==> config.mk <==
export PLATFORM = sky130hd
export DESIGN_NAME = vcpu_mem_arbiter
export DESIGN_NICKNAME = d
export VERILOG_FILES = /design/src/rtl/vcpu_mem_arb_pkg.sv /design/src/rtl/vcpu_mem_arb_pick.sv /design/src/rtl/vcpu_mem_arbiter.sv
export SDC_FILE = /design/constraint.sdc
export NUM_CORES = 1
export LEC_CHECK = 0
export CAP_MARGIN = 20
export CORE_ASPECT_RATIO = 1.5
export CORE_UTILIZATION = 40
export DETAILED_ROUTE_END_ITERATION = 8
export HOLD_SLACK_MARGIN = 0.15
export PLACE_DENSITY = 0.82
export SYNTH_ARGS = -nofsm -noshare
export SYNTH_HDL_FRONTEND = slang
export SYNTH_SLANG_ARGS = --single-unit
==> constraint.sdc <==
create_clock -name clk -period 4.1 [get_ports clk]
set_clock_uncertainty 0.1 [all_clocks]
set_input_delay 1.23 -clock clk [delete_from_list [all_inputs] [get_ports clk]]
set_output_delay 1.23 -clock clk [all_outputs]
set_load 0.1 [all_outputs]
==> src/rtl/vcpu_mem_arb_pkg.sv <==
// vcpu_mem_arb_pkg: shared types and constants for the vcpu_mem arbiter
package vcpu_mem_arb_pkg;
  typedef enum logic [1:0] {
    ST_IDLE   = 2'd0,
    ST_ACCESS = 2'd1,
    ST_ACK    = 2'd2
  } arb_state_t;
  localparam int REQ_CPU = 0;
  localparam int REQ_LOADER = 1;
  localparam int DEF_ADDR_WIDTH = 16;
  localparam int DEF_DATA_WIDTH = 8;
endpackage

==> src/rtl/vcpu_mem_arb_pick.sv <==
// vcpu_mem_arb_pick: winner selection for the two-requester memory arbiter
// VCPU_MEM_ARB_PRIO_EN selects fixed m0 priority with a starvation guard instead of round-robin.
module vcpu_mem_arb_pick
  import vcpu_mem_arb_pkg::*;
`ifdef VCPU_MEM_ARB_PRIO_EN
#(
  parameter int MAX_BURST = 4
)
`endif
(
`ifdef VCPU_MEM_ARB_PRIO_EN
  input  logic       clk,
  input  logic       reset,
  input  logic       i_idle,
`endif
  input  logic [1:0] i_req,
  input  logic       i_last_grant,
  output logic [1:0] o_win
);
`ifdef VCPU_MEM_ARB_PRIO_EN
  localparam int CW = $clog2(MAX_BURST + 1);
  localparam logic [CW-1:0] MAX_CNT = CW'(MAX_BURST);
  logic [CW-1:0] r_cnt;
  logic w_starve;
  always_comb begin
    w_starve = i_req[REQ_LOADER] && (r_cnt >= MAX_CNT);
    o_win = (i_req[REQ_LOADER] && (!i_req[REQ_CPU] || w_starve)) ? 2'b10 :
            i_req[REQ_CPU] ? 2'b01 : 2'b00;
  end
  // counts back-to-back m0 wins only while m1 is waiting
  always_ff @(posedge clk or posedge reset) begin
    if (reset)
      r_cnt <= '0;
    else if (i_idle)
      r_cnt <= (!i_req[REQ_LOADER] || o_win[REQ_LOADER]) ? '0 : r_cnt + 1'b1;
  end
`else
  always_comb o_win = (&i_req) ? (i_last_grant ? 2'b01 : 2'b10) : i_req;
`endif
endmodule

==> src/rtl/vcpu_mem_arbiter.sv <==
// vcpu_mem_arbiter: two-requester arbiter and IDLE/ACCESS/ACK sequencer for vcpu_mem
// VCPU_MEM_ARB_PRIO_EN switches the policy to m0 priority with a MAX_BURST starvation guard.
module vcpu_mem_arbiter
  import vcpu_mem_arb_pkg::*;
#(
  parameter int ADDR_WIDTH = DEF_ADDR_WIDTH,
  parameter int DATA_WIDTH = DEF_DATA_WIDTH,
  parameter int MAX_BURST  = 4
) (
  input  logic                  clk,
  input  logic                  reset,
  input  logic                  m0_req,
  input  logic                  m0_we,
  input  logic [ADDR_WIDTH-1:0] m0_addr,
  input  logic [DATA_WIDTH-1:0] m0_wdata,
  output logic                  m0_ack,
  output logic [DATA_WIDTH-1:0] m0_rdata,
  input  logic                  m1_req,
  input  logic                  m1_we,
  input  logic [ADDR_WIDTH-1:0] m1_addr,
  input  logic [DATA_WIDTH-1:0] m1_wdata,
  output logic                  m1_ack,
  output logic [DATA_WIDTH-1:0] m1_rdata,
  output logic                  mem_we,
  output logic [ADDR_WIDTH-1:0] mem_address,
  output logic [DATA_WIDTH-1:0] mem_data,
  input  logic [DATA_WIDTH-1:0] mem_q,
  output logic [1:0]            grant
);
  arb_state_t r_state;
  logic [1:0] r_grant, r_ack, w_req, w_win;
  logic r_last_grant, r_mem_we;
  logic [ADDR_WIDTH-1:0] r_mem_address;
  logic [DATA_WIDTH-1:0] r_mem_data, r_m0_rdata, r_m1_rdata;
  if (MAX_BURST < 1) begin : g_bad_burst
    $error("MAX_BURST must be at least 1");
  end
  assign w_req = {m1_req, m0_req};
`ifdef VCPU_MEM_ARB_PRIO_EN
  vcpu_mem_arb_pick #(.MAX_BURST(MAX_BURST)) u_pick (
    .clk          (clk),
    .reset        (reset),
    .i_idle       (r_state == ST_IDLE),
    .i_req        (w_req),
    .i_last_grant (r_last_grant),
    .o_win        (w_win)
  );
`else
  vcpu_mem_arb_pick u_pick (
    .i_req        (w_req),
    .i_last_grant (r_last_grant),
    .o_win        (w_win)
  );
`endif
  // async reset also kills an in-flight write strobe
  always_ff @(posedge clk or posedge reset) begin
    if (reset) begin
      r_state       <= ST_IDLE;
      r_grant       <= 2'b00;
      r_ack         <= 2'b00;
      r_last_grant  <= 1'b1;
      r_mem_we      <= 1'b0;
      r_mem_address <= '0;
      r_mem_data    <= '0;
      r_m0_rdata    <= '0;
      r_m1_rdata    <= '0;
    end else begin
      case (r_state)
        ST_IDLE: if (|w_req) begin
          r_state       <= ST_ACCESS;
          r_grant       <= w_win;
          r_last_grant  <= w_win[REQ_LOADER];
          r_mem_we      <= w_win[REQ_LOADER] ? m1_we : m0_we;
          r_mem_address <= w_win[REQ_LOADER] ? m1_addr : m0_addr;
          r_mem_data    <= w_win[REQ_LOADER] ? m1_wdata : m0_wdata;
        end
        ST_ACCESS: begin
          r_state  <= ST_ACK;
          r_mem_we <= 1'b0;
          r_ack    <= r_grant;
          r_grant  <= 2'b00;
          if (!r_mem_we && r_grant[REQ_CPU]) r_m0_rdata <= mem_q;
          if (!r_mem_we && r_grant[REQ_LOADER]) r_m1_rdata <= mem_q;
        end
        default: begin
          r_state <= ST_IDLE;
          r_ack   <= 2'b00;
        end
      endcase
    end
  end
  assign m0_ack      = r_ack[REQ_CPU];
  assign m1_ack      = r_ack[REQ_LOADER];
  assign m0_rdata    = r_m0_rdata;
  assign m1_rdata    = r_m1_rdata;
  assign mem_we      = r_mem_we;
  assign mem_address = r_mem_address;
  assign mem_data    = r_mem_data;
  assign grant       = r_grant;
endmodule

Word level (Yosys, flattened, before mapping)
Index checks and enable logic that the tools add are counted.
Word-level totals
  register bits after elaboration: 48
  output and inout bits: 45
Cells by class
  equality and inequality tests: 2
  muxes and demuxes: 12
  reduce and logical (&&, ||, !) cells: 11
Operators with widths (count)
  two-way mux 16 bit: 1
  case mux 2 bit (2 select lines): 3
  AND reduction 2 bit: 5
  two-way mux 2 bit: 4
  two-way mux 8 bit: 1
  == test 2 x 1 -> 1 bit (second input constant): 1
  logical AND 1 bit: 2
  logical NOT 2 bit: 1
  two-way mux 1 bit: 2
  inequality test 2 bit (second input constant): 1
  case mux 1 bit (2 select lines): 1
  nonzero test 2 bit: 1
  OR reduction 2 bit: 1
  logical NOT 1 bit: 1

Longest topological paths before layout
Gate-level depths: netlist of the first run.
  depth after elaboration: 5
  mapped depth: 5
  mapped depth without buffers: 3

Cells and area by module
From an unflattened synthesis of the first run, not the netlist that was laid out.
Unflattened totals
  cell total of the unflattened synthesis: 143
  area total of the unflattened synthesis: 2143.3 µm²
By module, submodules not included
  vcpu_mem_arbiter: times used 1, cells an instance 140, area an instance 2124.5 µm²
  vcpu_mem_arb_pick: times used 1, cells an instance 3, area an instance 18.8 µm²

Worst setup path after synthesis of the first run
No wires, ideal clock.
  path kind: input port to flip-flop
  from: input m1_req
  to: register r_mem_address[0], in the netlist mem_address[0]
  setup time: 0.126 ns
  data arrival time: 2.227 ns
  cell stages on the path: 5
  setup slack: 1.646 ns
  cells stage by stage: a21bo_1 > buf_6 > buf_12 > mux2_4 > mux2_4
Between the ends
  cells in the longest elaborated chain, start to end: 3
RTL lines
  start, declared: line vcpu_mem_arbiter.sv:18  | input logic m1_req,
  AND reduction 2 bit: line vcpu_mem_arb_pick.sv:38  | always_comb o_win = (&i_req) ? (i_last_grant ? 2'b01 : 2'b10) : i_req;
  two-way mux 2 bit: line vcpu_mem_arb_pick.sv:38
  two-way mux 16 bit: line vcpu_mem_arbiter.sv:74  | r_mem_address <= w_win[REQ_LOADER] ? m1_addr : m0_addr;
  end signal, assigned: line vcpu_mem_arbiter.sv:74
  end, declared: line vcpu_mem_arbiter.sv:33  | logic [ADDR_WIDTH-1:0] r_mem_address;
Parallel ways exist; a longest one is shown, timed or not.
A chain may end at the register's enable or synchronous reset.

Final worst setup path of the first run
  from: register r_mem_address[8], in the netlist mem_address[8]
  to: output mem_address[8]
RTL lines
  end, declared: line vcpu_mem_arbiter.sv:25  | output logic [ADDR_WIDTH-1:0] mem_address,
No word-level cell between the ends.

==> impl_summary.log, run 1 <==
INFO  metric chipWidth = 64.1 um
INFO  metric synthTopCellsByCount = sky130_fd_sc_hd__dfrtp_1 (47), sky130_fd_sc_hd__mux2_4 (34), sky130_fd_sc_hd__mux2_2 (30)
INFO  metric synth-edff-count = 0
INFO  metric number_of_cells_after_detailed_placement = 316
INFO  metric tritoncts = yes
INFO  metric start_util = 0.418
INFO  metric rsz0062_at_grt = no
INFO  metric finalSetupViolCount = 0
INFO  metric core_region_area = 5530 um^2
INFO  metric dpl-instance-area = 3410 um^2
INFO  metric drt.antenna.violating_nets = 0
INFO  metric area_growth = 53.5%
INFO  metric insertion_delay = 0.30 ns
INFO  metric layout.core_utilization = 0.642
INFO  metric yosys_register_bits = 48
INFO  metric seq_area_frac_synth = 0.520
INFO  metric num-fill-cells = 458
INFO  metric vias_per_cell = 4.79
INFO  metric setup.worst_path.end_class = output port
INFO  metric synth_top_area_cell = sky130_fd_sc_hd__dfrtp_1
INFO  metric port_buffers = 106
INFO  metric yosysWarnings = 0
INFO  metric clock-sinks = 48
INFO  metric clockBufferDepth = 2
INFO  metric cts.clk_slew.worst_paths = roughly 0.09 ns
INFO  metric synthDominantCellAreaShare = 0.509
INFO  metric floorplan.rows = 33
INFO  metric wl = 4.65 mm
INFO  metric grt_start_max_net_pins = slightly below 50
INFO  metric antennaDiodeCount = 0
INFO  metric synthCells = 142
INFO  metric htreeDepth = 2
INFO  metric post_cts_resized = 0
INFO  metric proportion_of_synthesized_flip_flops_having_asynchronous_set_or_reset = 1.00
INFO  metric setup_total_negative_slack = 0 ns
INFO  metric period_share = 0.769
INFO  metric congestion_overflow_gr = 0
INFO  metric final_cells = ~330
INFO  metric antenna_found_initial = 0
INFO  metric detail_route.wl_per_cell = around 14 um
INFO  metric final_max_slew_viol_count = 0
INFO  metric max_freq = approximately 320 MHz
INFO  metric critical_path.cell_chain = clkdlybuf4s50_1
INFO  metric timing.rr.start = r_last_grant$_DFFE_PP1P_
INFO  metric cts-buffers-inserted = 5
INFO  metric groute.usage.overall = 0.167
INFO  metric top_level_ports = roughly 110
INFO  metric criticalPathCategory = reg2out
INFO  metric critPathLaunch = mem_address[8]$_DFFE_PP0P_
INFO  metric synth.cell_area = about 2300 um^2
INFO  metric ys.flop_type = sky130_fd_sc_hd__dfrtp_1
INFO  metric holdCritPathClass = reg2reg
INFO  metric post_cts_hold_buffer_count = 0
INFO  metric worst_path_dominant_cell_family = buffers and inverters
INFO  metric clock-root-buffer = sky130_fd_sc_hd__clkbuf_8
INFO  metric worstPathMaxFanout = 2
INFO  metric wp_data_arrival = between 1.5 and 2 ns
INFO  metric timing.hold.worst.start = r_last_grant$_DFFE_PP1P_
INFO  metric synth_nets = slightly above 200
INFO  metric chipHeight = ~95 um
INFO  metric most_common_cell_in_the_netlist = sky130_fd_sc_hd__dfrtp_1
INFO  metric first_global_vias = approximately 1.7k
INFO  metric finalWorstPathRequiredPeriod = 3.15 ns
INFO  metric drt_first_iter_violations = 40
INFO  metric cp-start-kind = register
INFO  metric synth.top_cells.by_area = sky130_fd_sc_hd__dfrtp_1 (51%), sky130_fd_sc_hd__mux2_4 (22%), sky130_fd_sc_hd__mux2_2 (15%)
INFO  metric cap_viol_max_count = 0
INFO  metric global_route_wire_length_before_repair = 7.85 mm
INFO  metric cp_num_buf_inv = 1
INFO  metric post-route-drc-count = 0
INFO  metric worstMarginPinSlew = between 0.9 and 1 ns
INFO  metric fin_nets = approximately 320
INFO  metric hpwl = between 3 and 4 mm
INFO  metric crit_path_max_incr_delay = 1.15 ns
INFO  metric count_of_unique_library_cells_instantiated_by_yosys = 18
INFO  metric crit_slowest_cell = sky130_fd_sc_hd__clkdlybuf4s50_1
INFO  metric critical_path_depth = 1
INFO  metric hold-path-cell-count = 2
INFO  metric gpl.final_weighted_congestion = 0.685
INFO  metric overall_die_area = 6090 um^2
INFO  metric multi_input_area = 1020 um^2
INFO  metric route.vias.total = 1556
INFO  metric sequential_cell_area = 1200 um^2
INFO  metric worstPathRequired = 2.77 ns
INFO  metric drt_pass1_iterations = 2
INFO  metric status = finished clean
INFO  metric relSlewSlack = 0.333
INFO  metric final_cell_area = 3550 um^2
INFO  metric post_route_cells_drive_above_1_share = 0.345
INFO  metric worst_case_reg_to_reg_path_depth = 4
INFO  metric final_hold_viol_count = 0
INFO  metric syn_area_per_cell = roughly 16 um^2
INFO  metric cts.repair_timing.setup_buffer_count = 0
-- cell families after synthesis --
| logic type | share of synthesized area |
|---|---|
| muxes | 0.393 |
| DFF | 0.520 |
| and+or+nand+nor | 0.0400 |
| buffers and inverters | 0.0368 |
| AOI/OAI and AO/OA | 0.0103 |
-- state kept, by name (all words and copies together), names as in the netlist --
| signal | flops |
|---|---|
| r_ack | 2 |
| m1_rdata | 8 |
| mem_we | 1 |
| m0_rdata | 8 |
| mem_address | 16 |
| r_state | 2 |
| mem_data | 8 |
| r_last_grant | 1 |
| grant | 2 |
-- per-stage QoR --
step	hold WS (ns)	setup slack (ns)
floorplan	0.350	1.63
global placement	0.363	0.847
detailed placement	0.383	0.781
CTS	0.398	0.932
global route	0.413	0.889
finish	0.396	0.947
-- metal layers --
metal / global-route usage / up-vias / share of wire
met2: 0.293 / 64 / 0.53
met3: 0.0383 / 8 / 0.053
met5: 0 / - / 0
met4: 0.0720 / 0 / 0.018
li1: - / 722 / -
met1: 0.193 / 762 / 0.40
-- final timing paths --
| path | endpoint | slack (ns) |
|---|---|---|
| max in group asynchronous | r_last_grant$_DFFE_PP1P_ | 2.33 |
| min in group asynchronous | mem_address[3]$_DFFE_PP0P_ | 1.04 |
| worst max-delay path | mem_address[8] | 0.95 |
| worst min-delay path | r_last_grant$_DFFE_PP1P_ | 0.40 |
| worst min register to register | r_last_grant$_DFFE_PP1P_ | 0.40 |
| worst max register to register | mem_address[10]$_DFFE_PP0P_ | 2.04 |
-- placed cells by master, fill, tap and decap left out, types with 2 or more instances in the layout --
master	count
sky130_fd_sc_hd__inv_1	4
sky130_fd_sc_hd__nor3b_4	2
sky130_fd_sc_hd__clkdlybuf4s50_1	100
sky130_fd_sc_hd__buf_12	2
sky130_fd_sc_hd__mux2_2	30
sky130_fd_sc_hd__mux2_4	34
sky130_fd_sc_hd__mux2i_1	6
sky130_fd_sc_hd__clkbuf_8	5
sky130_fd_sc_hd__nand2_1	3
sky130_fd_sc_hd__nor2_1	3
sky130_fd_sc_hd__dfrtp_1	47
sky130_fd_sc_hd__buf_4	8
-- area by class of cell --
class                      instances  share of cell area
clock buffer                       5              0.0194
clock inverter                     3              0.0130
inverter                           5             0.00529
multi-input combinational         84               0.289
sequential                        48               0.339
tap                               70              0.0247
timing repair buffer             110               0.310
Power of run 1 is not shown: default switching activity piles up to over one toggle a cycle in this logic, so the estimate is an artifact.
==> run 2, diff against run 1 <==
- clock period: 4.1 -> 3 ns (I/O delays scaled with it)
==> run 2 against run 1 <==
Effect of this change: critical path depth grew 4; first-iteration DRC count grew 5.0%; clock-buffer cell count is the same; cell count grew 0.62%; non-clock buffer count grew 2; largest cell class unchanged.
==> impl_summary.log, run 2 (synthesis gave the netlist of run 1 again) <==
INFO  metric status = finished clean
INFO  metric cap_viol_max_count = 0 (unchanged)
INFO  metric grt_start_max_net_pins = 49 (unchanged)
INFO  metric drt.antenna.violating_nets = 0 (unchanged)
INFO  metric post_route_cells_drive_above_1_share = 0.502 (+0.157)
INFO  metric post_cts_hold_buffer_count = 0 (unchanged)
INFO  metric number_of_cells_after_detailed_placement = 319 (+0.95%)
INFO  metric antenna_found_initial = 0 (unchanged)
INFO  metric clock-sinks = 48 (unchanged)
INFO  metric worstPathMaxFanout = 7 (+5)
INFO  metric detail_route.wl_per_cell = 14.2 um (-0.95%)
INFO  metric port_buffers = 106 (unchanged)
INFO  metric wl = 4.64 mm (-0.34%)
INFO  metric area_growth = 49.8%
INFO  metric most-common-layout-cells = sky130_fd_sc_hd__clkdlybuf4s50_1 (61), sky130_fd_sc_hd__buf_4 (49), sky130_fd_sc_hd__dfrtp_1 (47)
INFO  metric start_util = 0.418 (unchanged)
INFO  metric clock-root-buffer = sky130_fd_sc_hd__clkbuf_8
INFO  metric holdCritPathClass = reg2reg
INFO  metric drt_first_iter_violations = 42 (+5.0%)
INFO  metric cp_common_cell = sky130_fd_sc_hd__mux2_2
INFO  metric hpwl = 3.48 mm (+0.11%)
INFO  metric cts.clk_slew.worst_paths = 0.08 ns (about the same)
INFO  metric crit_slowest_cell = sky130_fd_sc_hd__clkdlybuf4s50_1
INFO  metric criticalPathCategory = in2reg
INFO  metric final_hold_viol_count = 0 (unchanged)
INFO  metric setup.worst_path.end_class = register
INFO  metric chipWidth = 64.1 um (unchanged)
INFO  metric antennaDiodeCount = 0 (unchanged)
INFO  metric crit_path_max_incr_delay = 0.44 ns (-0.71 ns)
INFO  metric tritoncts = yes
INFO  metric core_region_area = 5530 um^2 (unchanged)
INFO  metric worstMarginPinSlew = 0.609 ns (-0.388 ns)
INFO  metric setup_total_negative_slack = 0 ns (unchanged)
INFO  metric finalWorstPathRequiredPeriod = 2.34 ns
INFO  metric period_share = 0.781
INFO  metric final_cells = 327 (+0.62%)
INFO  metric critical_path.cell_chain = clkdlybuf4s50_1 -> a21bo_1 -> buf_4 -> mux2_2 -> mux2_2
INFO  metric insertion_delay = 0.29 ns (about the same)
INFO  metric final_max_slew_viol_count = 0 (unchanged)
INFO  metric floorplan.rows = 33 (unchanged)
INFO  metric congestion_overflow_gr = 0 (unchanged)
INFO  metric first_global_vias = 1667 (-1.8%)
INFO  metric groute.usage.overall = 0.161 (-0.00608)
INFO  metric rsz0062_at_grt = no
INFO  metric largest_reg_flops = 16 (unchanged)
INFO  metric max_freq = 427 MHz
INFO  metric global_route_wire_length_before_repair = 7.51 mm (-4.4%)
INFO  metric worstPathRequired = 3.08 ns (+0.31 ns)
INFO  metric fin_nets = 318 (+0.63%)
INFO  metric relSlewSlack = 0.594 (+0.261)
INFO  metric drt_pass1_iterations = 4 (+2)
INFO  metric cp-start-kind = input pin
INFO  metric cts.repair_timing.setup_buffer_count = 0 (unchanged)
INFO  metric vias_per_cell = 4.78 (-0.10%)
INFO  metric wp_data_arrival = 2.43 ns (+0.61 ns)
INFO  metric chipHeight = 95.1 um (unchanged)
INFO  metric gpl.final_weighted_congestion = 0.656 (-4.2%)
INFO  metric finalSetupViolCount = 0 (unchanged)
INFO  metric top_level_ports = 107 (unchanged)
INFO  metric overall_die_area = 6090 um^2 (unchanged)
INFO  metric cts-buffers-inserted = 5 (unchanged)
INFO  metric post_cts_resized = 0 (unchanged)
INFO  metric post-route-drc-count = 0 (unchanged)
INFO  metric clockBufferDepth = 2 (unchanged)
INFO  metric final_common_cell = sky130_fd_sc_hd__clkdlybuf4s50_1
INFO  metric htreeDepth = 2 (unchanged)
INFO  metric route.vias.total = 1564 (+0.51%)
-- run 2: per-layer routing --
layer | global-route usage | routed length, um | vias up | share of wire
li1 | - | - | 729 | -
met1 | 0.178 | 1890 | 769 | 0.41
met2 | 0.306 | 2480 | 62 | 0.53
met3 | 0.0323 | 230 | 4 | 0.050
met4 | 0.0455 | 38 | 0 | 0.0082
met5 | 0 | 0 | - | 0
-- run 2: final cells by class --
type,count,area [um^2]
tap,70,87.6
timing repair buffer,112,1020
sequential,48,1200
inverter,5,18.8
clock inverter,3,42.5
clock buffer,5,68.8
fill,473,2070
multi-input combinational,84,1020
-- run 2: final timing paths --
| path | startpoint | end | slack (ns) | cells after the start |
|---|---|---|---|---|
| worst max-delay path | m1_req | mem_address[12]$_DFFE_PP0P_ | 0.66 | 5 |
| worst min-delay path | r_last_grant$_DFFE_PP1P_ | r_last_grant$_DFFE_PP1P_ | 0.39 | 2 |
| worst max register to register | r_state[1]$_DFFE_PP0P_ | m0_rdata[1]$_DFFE_PP0P_ | 1.19 | 3 |
| worst min register to register | r_last_grant$_DFFE_PP1P_ | r_last_grant$_DFFE_PP1P_ | 0.39 | 2 |
| max in group asynchronous | reset | mem_address[13]$_DFFE_PP0P_ | 1.41 | 3 |
| min in group asynchronous | reset | m1_rdata[6]$_DFFE_PP0P_ | 0.97 | 3 |
-- run 2: worst max-delay path, delay by kind of cell --
family | cells | cell delay (ns)
buffers and inverters | 2 | 0.64
multiplexers | 2 | 0.60
AO/OA/AOI/OAI | 1 | 0.28
-- run 2: through the flow --
step | area, um^2 | hold WS [ns] | setup WS (ns) | utilization
finish | 3460 | 0.386 | 0.658 | 0.626
global route | 3460 | 0.415 | 0.604 | 0.626
CTS | 3460 | 0.397 | 0.650 | 0.626
detailed placement | 3350 | 0.373 | 0.324 | 0.606
global placement | 3350 | 0.363 | 0.372 | 0.606
floorplan | 2310 | 0.350 | 0.857 | -
Power of run 2 is left out for the same reason.
==> run 3, diff against run 2 <==
- clock period: 3 -> 2.23 ns (I/O delays scaled with it)
==> run 3 against run 2 <==
Effect of this change: utilization up 11 points; flip-flop and latch count did not move; final area is 18% higher; register-to-register slack got worse by 0.81 ns; first-iteration DRC count down 14%; wire length rose by 14%; critical path depth up 1; non-clock buffer count up 6; global-route usage grew 2.9 points; cell count rose by 1.8%; critical path type unchanged.
==> impl_summary.log, run 3 (synthesis gave the netlist of run 1 again) <==
INFO  metric hpwl = 4.30 mm (+24%)
INFO  metric final_max_slew_viol_count = 0 (unchanged)
INFO  metric worstPathRequired = 2.32 ns (-0.76 ns)
INFO  metric port_buffers = 106 (unchanged)
INFO  metric post_cts_hold_buffer_count = 0 (unchanged)
INFO  metric top_level_ports = 107 (unchanged)
INFO  metric timing.rr.start = r_state[1]$_DFFE_PP0P_
INFO  metric max_freq = 478 MHz
INFO  metric fin_nets = 324 (+1.9%)
INFO  metric period_share = 0.938
INFO  metric first_global_vias = 1801 (+8.0%)
INFO  metric worst-r2r-setup-slack = 0.38 ns (-0.81 ns)
INFO  metric vias_per_cell = 4.83 (+1.0%)
INFO  metric crit-reg2reg-capture = m0_rdata[1]$_DFFE_PP0P_
INFO  metric status = finished clean
INFO  metric rsz0062_at_grt = no
INFO  metric most-common-layout-cells = sky130_fd_sc_hd__clkdlybuf4s50_1 (61), sky130_fd_sc_hd__buf_12 (48), sky130_fd_sc_hd__dfrtp_1 (47)
INFO  metric overall_die_area = 6090 um^2 (unchanged)
INFO  metric wp_data_arrival = 2.18 ns (-0.25 ns)
INFO  metric dpl-instance-area = 3970 um^2 (+19%)
INFO  metric antennaDiodeCount = 0 (unchanged)
INFO  metric drt.antenna.violating_nets = 0 (unchanged)
INFO  metric route.vias.total = 1609 (+2.9%)
INFO  metric worst_case_reg_to_reg_path_depth = 3 (unchanged)
INFO  metric groute.usage.overall = 0.189 (+0.0286)
INFO  metric clockBufferDepth = 2 (unchanged)
INFO  metric core_region_area = 5530 um^2 (unchanged)
INFO  metric insertion_delay = 0.29 ns (about the same)
INFO  metric area_growth = 76.5%
INFO  metric worstMarginPinSlew = 0.507 ns (-0.103 ns)
INFO  metric chipHeight = 95.1 um (unchanged)
INFO  metric largest_reg_flops = 16 (unchanged)
INFO  metric floorplan.rows = 33 (unchanged)
INFO  metric post_cts_resized = 0 (unchanged)
INFO  metric criticalPathCategory = in2reg
INFO  metric layout.core_utilization = 0.737 (+0.111)
INFO  metric timing.hold.worst_endpoint = r_last_grant$_DFFE_PP1P_
INFO  metric antenna_found_initial = 0 (unchanged)
INFO  metric clock-root-buffer = sky130_fd_sc_hd__clkbuf_8
INFO  metric num-fill-cells = 384 (-19%)
INFO  metric critical_path.cell_chain = clkdlybuf4s50_1 -> buf_4 -> nor2_1 -> nor3_4 -> buf_4 -> mux2_2
INFO  metric htreeDepth = 2 (unchanged)
INFO  metric hold-path-cell-count = 2 (unchanged)
INFO  metric finalWorstPathRequiredPeriod = 2.09 ns
INFO  metric detail_route.wl_per_cell = 15.9 um (+12%)
INFO  metric post_route_cells_drive_above_1_share = 0.510 (+0.00756)
INFO  metric global_route_wire_length_before_repair = 8.71 mm (+16%)
INFO  metric chipWidth = 64.1 um (unchanged)
INFO  metric final_cell_area = 4080 um^2 (+18%)
INFO  metric grt_start_max_net_pins = 21 (-57%)
INFO  metric hold_slack = 0.388 ns (+0.00194 ns)
INFO  metric final_common_cell = sky130_fd_sc_hd__clkdlybuf4s50_1
INFO  metric setup_total_negative_slack = 0 ns (unchanged)
INFO  metric cp_common_cell = sky130_fd_sc_hd__buf_4
INFO  metric cts.repair_timing.setup_buffer_count = 0 (unchanged)
INFO  metric crit_slowest_cell = sky130_fd_sc_hd__clkdlybuf4s50_1
INFO  metric cp-start-kind = input pin
INFO  metric drt_pass1_iterations = 3 (-1)
INFO  metric final_hold_viol_count = 0 (unchanged)
INFO  metric worstPathMaxFanout = 9 (+2)
INFO  metric holdCritPathClass = reg2reg
INFO  metric timing.hold.worst.start = r_last_grant$_DFFE_PP1P_
INFO  metric drt_first_iter_violations = 36 (-14%)
INFO  metric post-route-drc-count = 0 (unchanged)
INFO  metric start_util = 0.418 (unchanged)
INFO  metric relSlewSlack = 0.662 (+0.0681)
INFO  metric tritoncts = yes
INFO  metric clock-sinks = 48 (unchanged)
INFO  metric finalSetupViolCount = 0 (unchanged)
INFO  metric congestion_overflow_gr = 0 (unchanged)
INFO  metric setup.worst_path.end_class = register
INFO  metric cap_viol_max_count = 0 (unchanged)
INFO  metric gpl.final_weighted_congestion = 0.702 (+7.0%)
INFO  metric cts-buffers-inserted = 5 (unchanged)
INFO  metric wl = 5.28 mm (+14%)
INFO  metric cts.clk_slew.worst_paths = 0.09 ns (about the same)
INFO  metric crit_path_max_incr_delay = 0.49 ns (+0.05 ns)
[run 3: worst max path at each step]
stage | start | endpoint | slack [ns] | cells after the start
floorplan | grant[0]$_DFFE_PP0P_ | m0_rdata[0]$_DFFE_PP0P_ | 0.23 | 2
CTS | m0_req | mem_data[7]$_DFFE_PP0P_ | 0.13 | 6
global placement | m0_req | mem_address[12]$_DFFE_PP0P_ | -0.17 | 6
global route | m0_req | mem_data[7]$_DFFE_PP0P_ | 0.07 | 6
detailed placement | m0_req | mem_data[7]$_DFFE_PP0P_ | -0.19 | 6
finish | m0_req | mem_data[7]$_DFFE_PP0P_ | 0.14 | 6
[run 3: critical path: cells and delay by family]
kind	cells	cell delay, ns
buf+inv	3	0.87
mux	1	0.35
simple gates	2	0.28
[run 3: metal layers]
layer  track usage  wire length (um)  vias to the layer above
met4        0.0511                56                        0
met5             0                 0                        -
met2         0.353              2960                       62
met3        0.0467               282                        6
met1         0.212              1980                      794
li1              -                 -                      747
[run 3: final cells by class]
cell class              instances  area [um^2]  area share
clock buffers                   6         72.6      0.0178
clock inverters                 2         35.0     0.00859
inverters                       5         18.8     0.00460
multi-input cells              84         1020       0.251
flip-flops and latches         48         1200       0.295
well taps                      70         87.6      0.0215
repair buffers                118         1640       0.402
[run 3: metrics by stage]
step	setup slack, ns	cells
finish	0.138	333
CTS	0.130	333
global placement	-0.171	325
floorplan	0.227	142
detailed placement	-0.186	325
global route	0.0706	333
Power of run 3 is left out for the same reason.
